$ cat config.mk
export PLATFORM = sky130hd
export DESIGN_NAME = gamma_sched
export DESIGN_NICKNAME = d
export VERILOG_FILES = /design/src/rtl/tnn_pkg.sv /design/src/rtl/delay_cfg_bank.sv /design/src/rtl/gamma_sched.sv
export SDC_FILE = /design/constraint.sdc
export NUM_CORES = 1
export LEC_CHECK = 0
export ABC_AREA = 0
export CAP_MARGIN = 10
export CORE_MARGIN = 3
export CORE_UTILIZATION = 65
export CTS_CLUSTER_DIAMETER = 150
export DETAILED_ROUTE_END_ITERATION = 16
export DONT_BUFFER_PORTS = 1
export PLACE_DENSITY_LB_ADDON = 0.15
export SLEW_MARGIN = 15
export SYNTH_ARGS = -nofsm -noshare
export SYNTH_HDL_FRONTEND = slang
export SYNTH_HIERARCHICAL = 1
export SYNTH_SLANG_ARGS = --single-unit
export TNS_END_PERCENT = 1
$ cat constraint.sdc
create_clock -name aclk -period 5.9 [get_ports aclk]
set_input_delay 0 -clock aclk [delete_from_list [all_inputs] [get_ports aclk]]
set_output_delay 0 -clock aclk [all_outputs]
set_load 0.05 [all_outputs]
$ cat src/rtl/tnn_pkg.sv
// Shared types and width helpers for the gamma-cycle scheduler and its delay units.
package tnn_pkg;

  typedef enum logic [1:0] {
    IDLE   = 2'd0,
    GRST   = 2'd1,
    ACTIVE = 2'd2
  } gamma_state_t;

  // Delay/phase width for a gamma cycle of g clocks.
  function automatic int delay_w(input int g);
    return $clog2(g);
  endfunction

endpackage

$ cat src/rtl/delay_cfg_bank.sv
// Shadow/active delay register banks with write handshake, address check and
// commit tracking; the active bank only changes on a copy strobe while pending.
module delay_cfg_bank
  import tnn_pkg::*;
#(
  parameter int N_SYN = 8,
  parameter int DW    = 7,
  parameter int AW    = 3
) (
  input  logic                      aclk,
  input  logic                      grst,
  input  logic                      cfg_valid_i,
  input  logic [AW-1:0]             cfg_addr_i,
  input  logic [DW-1:0]             cfg_delay_i,
  input  logic                      cfg_commit_i,
  input  logic                      copy_i,
  output logic                      cfg_ready_o,
  output logic                      commit_done_o,
  output logic                      cfg_err_o,
  output logic [N_SYN-1:0][DW-1:0]  delay_o
);

  // One extra bit so the bound N_SYN itself is representable when N_SYN = 2**AW.
  localparam logic [AW:0] N_SYN_L = (AW+1)'(N_SYN);

  logic [N_SYN-1:0][DW-1:0] shadow_q, shadow_d;
  logic [N_SYN-1:0][DW-1:0] active_q, active_d;
  logic                     pending_q, pending_d;
  logic                     commit_done_q, commit_done_d;
  logic                     cfg_err_q, cfg_err_d;
  logic                     accept;
  logic                     in_range;
  logic                     do_copy;

  // Handshake: a write transfers on any cycle where cfg_valid_i & cfg_ready_o;
  // cfg_ready_o drops while a commit is pending so the shadow bank is frozen.
  assign cfg_ready_o = !pending_q;
  assign accept      = cfg_valid_i & !pending_q;
  assign in_range    = {1'b0, cfg_addr_i} < N_SYN_L;
  assign do_copy     = pending_q & copy_i;

  always_comb begin
    shadow_d      = shadow_q;
    active_d      = active_q;
    pending_d     = pending_q;
    commit_done_d = 1'b0;
    cfg_err_d     = accept & !in_range;
    if (accept && in_range) begin
      for (int i = 0; i < N_SYN; i++) begin
        if (cfg_addr_i == AW'(i)) shadow_d[i] = cfg_delay_i;
      end
    end
    if (do_copy) begin
      active_d      = shadow_q;
      pending_d     = 1'b0;
      commit_done_d = 1'b1;
    end else if (cfg_commit_i) begin
      pending_d = 1'b1;
    end
  end

  always_ff @(posedge aclk or posedge grst) begin
    if (grst) begin
      shadow_q      <= '0;
      active_q      <= '0;
      pending_q     <= 1'b0;
      commit_done_q <= 1'b0;
      cfg_err_q     <= 1'b0;
    end else begin
      shadow_q      <= shadow_d;
      active_q      <= active_d;
      pending_q     <= pending_d;
      commit_done_q <= commit_done_d;
      cfg_err_q     <= cfg_err_d;
    end
  end

  assign commit_done_o = commit_done_q;
  assign cfg_err_o     = cfg_err_q;
  assign delay_o       = active_q;

endmodule

$ cat src/rtl/gamma_sched.sv
// Gamma-cycle scheduler: reset window then active window per gamma cycle, with
// delay configuration applied only at gamma boundaries (or immediately when idle).
module gamma_sched
  import tnn_pkg::*;
#(
  parameter  int GAMMA_CYCLE_WIDTH = 128,
  parameter  int N_SYN             = 8,
  parameter  int RST_CYCLES        = 1,
  parameter  int DW                = delay_w(GAMMA_CYCLE_WIDTH),
  localparam int AW                = (N_SYN > 1) ? $clog2(N_SYN) : 1
) (
  input  logic                      aclk,
  input  logic                      grst,
  input  logic                      run_i,
  input  logic                      cfg_valid_i,
  output logic                      cfg_ready_o,
  input  logic [AW-1:0]             cfg_addr_i,
  input  logic [DW-1:0]             cfg_delay_i,
  input  logic                      cfg_commit_i,
  output logic                      commit_done_o,
  output logic                      cfg_err_o,
  output logic                      gamma_rst_o,
  output logic                      gamma_start_o,
  output logic [DW-1:0]             phase_o,
  output logic                      busy_o,
  output logic [N_SYN-1:0][DW-1:0]  delay_out_o,
  output gamma_state_t              state_o
);

  localparam logic [DW-1:0] LAST_PH  = DW'(GAMMA_CYCLE_WIDTH - 1);
  localparam logic [DW-1:0] RST_LAST = DW'(RST_CYCLES - 1);

  gamma_state_t  state_q;
  logic [DW-1:0] phase_q;
  logic          gamma_rst_q;
  logic          gamma_start_q;
  logic          copy;

  always_ff @(posedge aclk or posedge grst) begin
    if (grst) begin
      state_q       <= IDLE;
      phase_q       <= '0;
      gamma_rst_q   <= 1'b1;
      gamma_start_q <= 1'b0;
    end else begin
      gamma_start_q <= 1'b0;
      case (state_q)
        IDLE: begin
          phase_q     <= '0;
          gamma_rst_q <= 1'b1;
          if (run_i) begin
            state_q       <= GRST;
            gamma_start_q <= 1'b1;
          end
        end
        GRST: begin
          phase_q <= phase_q + 1'b1;
          if (phase_q == RST_LAST) begin
            state_q     <= ACTIVE;
            gamma_rst_q <= 1'b0;
          end
        end
        ACTIVE: begin
          phase_q <= phase_q + 1'b1;
          // run_i is only sampled at the last phase, so a gamma cycle always completes.
          if (phase_q == LAST_PH) begin
            gamma_rst_q <= 1'b1;
            if (run_i) begin
              state_q       <= GRST;
              gamma_start_q <= 1'b1;
            end else begin
              state_q <= IDLE;
            end
          end
        end
        default: begin
          state_q     <= IDLE;
          phase_q     <= '0;
          gamma_rst_q <= 1'b1;
        end
      endcase
    end
  end

  // Delays may change only while the units are held in gamma reset.
  assign copy = (state_q == IDLE) || ((state_q == ACTIVE) && (phase_q == LAST_PH));

  delay_cfg_bank #(
    .N_SYN (N_SYN),
    .DW    (DW),
    .AW    (AW)
  ) u_bank (
    .aclk          (aclk),
    .grst          (grst),
    .cfg_valid_i   (cfg_valid_i),
    .cfg_addr_i    (cfg_addr_i),
    .cfg_delay_i   (cfg_delay_i),
    .cfg_commit_i  (cfg_commit_i),
    .copy_i        (copy),
    .cfg_ready_o   (cfg_ready_o),
    .commit_done_o (commit_done_o),
    .cfg_err_o     (cfg_err_o),
    .delay_o       (delay_out_o)
  );

  assign gamma_rst_o   = gamma_rst_q;
  assign gamma_start_o = gamma_start_q;
  assign phase_o       = phase_q;
  assign busy_o        = (state_q != IDLE);
  assign state_o       = state_q;

endmodule

==> impl_metrics.toml, run 1 <==
[clocking]
cts_sinks = 125
cts.clk_slew.worst_paths_ps = 60
cts_tree = "done"
clockBufferDepth = 2
root_buffer = "clkbuf_8"
clock_latency_ps = 500
htreeDepth = 4
post-cts-setup-buffers = 0
cts_buffers = 17

[worst_setup_path]
critical-path-slowest-cell = "buf_4"
path_max_fanout = 57
required_ps = 6280
slowest_delay_ps = 600
cp_cell_sequence = "ha_1, nand4_1, nor2_1, a31o_2, nand2_2, buf_4, mux2_2"
arrival_ps = 3030
end_kind = "register"
worstReg2RegStart = "phase_o[0]$_DFF_PP0_"
startpoint = "phase_o[0]$_DFF_PP0_"
cp-start-kind = "register"
setup.worst_path.end = "u_bank/delay_o[40]$_DFFE_PP0P_"
reg2regPathDepth = 7
r2r_slack_ps = 3250
timing.rr.end = "u_bank/delay_o[40]$_DFFE_PP0P_"
critical_path_class = "register to register"

[placed_design]
dpl.hpwl_mm = 5.752
gp_congestion = 0.7058
port_buffers = 0

[finish]
n_antenna_cell = 0
syn_to_final_growth_pct = 18.55
final_core_util_pct = 80.16
nets = 368
drive_above_1_share_pct = 44.17

[detailed_routing]
wl_met3_um = 707
highest_layer = "met4"
vias = 2642
drt_wl_total_mm = 9.612
drtAntennaViolNets = 0
dr.pass1.iters = 4
viasPerCell = 5.756
wl_met1_mm = 3.973
wl_met2_mm = 4.842
drc_errors = 0
wl_per_cell_um = 20.94
drtIter0Drc = 111

[yosys]
synth-simple-area-share_pct = 5.126
ys_seq_elements = 125
synthFlopType = "dfrtp_1"
netlist_instances = 315
ys_seq_area_share_pct = 63.46
async_reset_ff_share_pct = 100.0
synth_cell_types = 33
ys_top_cells_by_area = "dfrtp_1 (63%), mux2_2 (26%), ha_1 (1.5%)"
synthTopCellsByCount = "dfrtp_1 (124), mux2_2 (112), inv_1 (12)"
synth_top_area_share_pct = 62.93
synth_nets = 336
yosysWarningCount = 6
synth_edf_count = 0
yosysMostFrequentCell = "dfrtp_1"
muxShareOfSynthArea_pct = 25.58
postSynthAreaPerCell_um2 = 15.65
synth-compound-area-share_pct = 1.599
synth_top_family_by_area = "multiplexers"
yosysTopAreaCell = "dfrtp_1"
yosys.area_share.adder_pct = 1.522
synth_xor_area_share_pct = 0.7105
synthesis.area_um2 = 4931

[sta]
setup_tns_ps = 0
slew_headroom_pct = 35.41
fmax_mhz = 377.4
drv_slew = 0
finalHoldViolations = 0
setup_viol = 0
grt_setup_unrepaired = "no"
min_period_ps = 2650
worstMarginPinSlew_ps = 968.8
final.setup_skew_ps = 8.293
fin_crit_sh_pct = 44.91

[global_route]
grt_max_degree = 82
antenna_found_initial = 0
grt_pass1_wl_mm = 15.75
grt-ovfl-total = 0
grt_usage_pct = 24.37
grt_pass1_vias = 2929

[pwr]
ir_worst_vdd_mv = 0.2006
power_density_nw_per_um2 = 341.7
leakagePower_uw = 0.002977

[die]
rows = 31
core_area_um2 = 7292
die_w_um = 93.10
initial_utilization_pct = 67.62
die_h_um = 93.10
die_area_um2 = 8668
io_pins = 86

[job]
drv_cap = 0

[hold_path]
hold_path_class = "input pin to register"

[outcome]
outcome = "finished clean"
==> kinds of logic after synthesis <==
kind of cell / after synthesis
other cells: 1
fa+ha+maj: 6
mux: 112
compound gates: 8
xor+xnor: 4
buf+inv: 21
simple gates: 38
flops: 125
==> per-stage QoR <==
step	power, uW	hold WS, ps	cell area (um^2)	cells	setup WS (ps)
floorplan	918.6	-148.3	4931	315	2884
global placement	924.5	-104.4	5025	407	3302
detailed placement	926.4	-99.10	5025	407	3268
CTS	2017	41.57	5846	459	3249
global route	2061	77.71	5846	459	3087
finish	1998	59.95	5846	459	3250
==> routing by layer <==
layer	GRT usage, %	vias to the layer above
met5	0	-
met2	39.23	82
met3	8.528	8
met1	31.10	1377
met4	8.181	0
li1	-	1175
==> final cells by class <==
class,instances,area (um^2)
Inverter,12,47.55
Clock inverter,14,192.7
Timing Repair Buffer,22,215.2
Clock buffer,18,427.9
Multi-Input combinational cell,169,1709
Sequential cell,125,3129
Tap cell,99,123.9
Fill cell,399,1446
==> sequential cells by signal (all words and copies together), names as in the netlist <==
signal / flops
gamma_rst_o: 1
gamma_start_o: 1
phase_o: 7
state_o: 2
u_bank/commit_done_o: 1
u_bank/delay_o: 56
u_bank/pending_q: 1
u_bank/shadow_q: 56
==> critical path, delay by kind of cell (launching register included) <==
kind / cells / cell delay [ps]
buf+inv: 1 / 600
fa+ha+maj: 1 / 350
simple gates: 3 / 270
compound gates: 1 / 270
flops: 1 / 590
mux: 1 / 430
==> worst min-delay path by stage <==
stage | from | to | slack (ps) | cells after the start
2_1_floorplan | grst | gamma_start_o$_DFF_PP0_ | -150 | 1
4_1_cts | cfg_addr_i[0] | u_bank/shadow_q[4]$_DFFE_PP0P_ | 40 | 3
5_1_grt | cfg_addr_i[0] | u_bank/shadow_q[0]$_DFFE_PP0P_ | 80 | 3
6_report | cfg_addr_i[0] | u_bank/shadow_q[5]$_DFFE_PP0P_ | 60 | 3
3_5_place_dp | grst | u_bank/shadow_q[48]$_DFFE_PP0P_ | -100 | 1
3_3_place_gp | grst | u_bank/delay_o[48]$_DFFE_PP0P_ | -100 | 1
==> what timing repair did <==
action	4_1_cts	5_1_grt
hold endpoints to repair	104	0
setup endpoints to repair	0	0
hold buffers	20	0
resized for setup	0	0
==> report_power, final <==
part / internal (uW) / switching, uW / leakage (uW)
clock: 697 / 371 / 0.000297
sequential: 871 / 6.90 / 0.00171
combinational: 19.2 / 32.3 / 0.000974
==> layout by cell type (no fill, tap or decap), types with 4 or more instances in the layout <==
master         count
ha_1               6
and2_1             6
nand3_1            5
dfrtp_1          124
nand2_1            6
clkbuf_16         16
nor2_1             5
mux2_2           112
inv_1             11
dlygate4sd3_1     20
bufinv_16          4
Power figures use the tool's default switching activity.
==> inputs of run 2 (changes only) <==
Settings changed: CORE_UTILIZATION 65 to 62.
Clock period 5.9 ns to 2.6 ns, I/O delays scaled along.
==> run 2 against run 1 <==
Critical path depth fell by 1. Power rose by 110%. Non-clock buffer count rose by 11. Register-to-register slack got worse by 2900 ps. Sequential share of layout area fell by 0.48 points. Flip-flop and latch count did not move. First-iteration DRC count fell by 8.1%. Combinational power rose by 130%. Largest power group unchanged.
==> impl_metrics.toml, run 2 (synthesis results as in run 1) <==
[outcome]
outcome = "finished clean"

[placed_design]
dpl.hpwl_mm = 6.212
gp_congestion = 0.8072
numPlacedInstances = 417
placed_area_um2 = 5139
port_buffers = 0

[detailed_routing]
drtIter0Drc = 102
drtAntennaViolNets = 0
drc_errors = 0
viasPerCell = 5.711
dr.pass1.iters = 4
wl_per_cell_um = 20.51
drt_wl_total_mm = 9.638
vias = 2684

[clocking]
ctsHoldBuffers = 21
post-cts-setup-buffers = 0
clock_latency_ps = 510
cts_tree = "done"
cts.clk_slew.worst_paths_ps = 60
cts_resized = 0
htreeDepth = 4
root_buffer = "clkbuf_8"
clockBufferDepth = 2
cts_buffers = 17
cts_sinks = 125

[sta]
finalHoldViolations = 0
setup_tns_ps = 0
final.setup_skew_ps = 7.433
slew_headroom_pct = 59.94
fin_crit_sh_pct = 87.60
setup_viol = 0
min_period_ps = 2278
drv_slew = 0
worstMarginPinSlew_ps = 599.6
fmax_mhz = 439.0
grt_setup_unrepaired = "no"

[worst_setup_path]
critical_path_class = "input pin to register"
reg2regPathDepth = 3
worstReg2RegStart = "u_bank/pending_q$_DFFE_PP0P_"
setup.worst_path.end = "u_bank/shadow_q[19]$_DFFE_PP0P_"
arrival_ps = 2670
cp_cell_sequence = "dlygate4sd3_1, nand2_1, dlygate4sd3_1, nor4_4, dlygate4sd3_1, mux2_2"
critical-path-slowest-cell = "dlygate4sd3_1"
cp-start-kind = "input pin"
path_common_cell = "dlygate4sd3_1"
r2r_slack_ps = 350
path_max_fanout = 5
required_ps = 2990
startpoint = "cfg_addr_i[1]"
end_kind = "register"
slowest_delay_ps = 760
timing.rr.end = "u_bank/shadow_q[19]$_DFFE_PP0P_"

[finish]
fin_area_um2 = 5898
drive_above_1_share_pct = 45.55
n_antenna_cell = 0
layout_common_cells = "dfrtp_1 (124), mux2_2 (112), dlygate4sd3_1 (21)"
nets = 379
stdcell_count = 470
mostFrequentLayoutCell = "dfrtp_1"
final_core_util_pct = 78.79
syn_to_final_growth_pct = 19.61

[die]
io_pins = 86
rows = 31
die_h_um = 95.18
die_area_um2 = 9059
initial_utilization_pct = 65.87
die_w_um = 95.18
core_area_um2 = 7486

[global_route]
grt_pass1_vias = 3030
grt_usage_pct = 23.89
antenna_found_initial = 0
grt_max_degree = 90
grt-ovfl-total = 0
grt_pass1_wl_mm = 15.73

[pwr]
clockPowerShare_pct = 50.3
p_sw_uw = 938.7
power_density_nw_per_um2 = 720.3
ir_worst_vdd_mv = 0.5805
p_seq_share_pct = 46.9
p_sw_share_pct = 22.10
pwr-share-comb_pct = 2.8
leakagePower_uw = 0.003006
internal_power_uw = 3309

[hold_path]
hold_path_class = "input pin to register"

[job]
drv_cap = 0
-- run 2: power by group through the flow --
stage	Sequential [uW]	Clock, uW	Combinational, uW
finish	1990	2140	120
detailed placement	2030	0	80.6
CTS	1990	2160	122
global placement	2020	0	77.7
global route	1990	2270	133
floorplan	2020	0	64.6
-- run 2: how the worst min path moves through the flow --
stage	cells after the start	slack [ps]	to	start
after CTS	3	4	u_bank/shadow_q[31]$_DFFE_PP0P_	cfg_addr_i[1]
after global placement	1	-90	gamma_start_o$_DFF_PP0_	grst
after detailed placement	1	-90	gamma_start_o$_DFF_PP0_	grst
after floorplan	1	-150	gamma_start_o$_DFF_PP0_	grst
final	3	30	u_bank/shadow_q[31]$_DFFE_PP0P_	cfg_addr_i[1]
after global routing	3	30	u_bank/shadow_q[34]$_DFFE_PP0P_	cfg_addr_i[1]
-- run 2: cell type report --
class                      instances  area, um^2
tap                               99       123.9
clock inverter                    14       121.4
multi-input combinational        169        1709
inverter                          12       48.80
fill                             426        1588
timing repair buffer              33       337.8
clock buffer                      18       427.9
sequential                       125        3129
-- run 2: worst max-delay path: cells and delay by family --
family | cells | cell delay (ps)
buf+inv | 3 | 1930
mux | 1 | 370
simple gates | 2 | 360
-- run 2: per-layer routing --
layer / share of wire, % / global-route usage (%)
met5: 0 / 0
met4: 1.8 / 10.94
met3: 7.0 / 8.366
met2: 49 / 37.43
met1: 42 / 29.92
-- run 2: through the flow --
step / setup WS, ps / power, uW / hold WS [ps]
5_1_grt: 269.1 / 4402 / 26.49
3_5_place_dp: 442.5 / 2106 / -86.43
2_1_floorplan: 298.9 / 2085 / -148.3
6_report: 322.3 / 4248 / 25.51
3_3_place_gp: 499.2 / 2101 / -93.39
4_1_cts: 339.3 / 4277 / 4.412
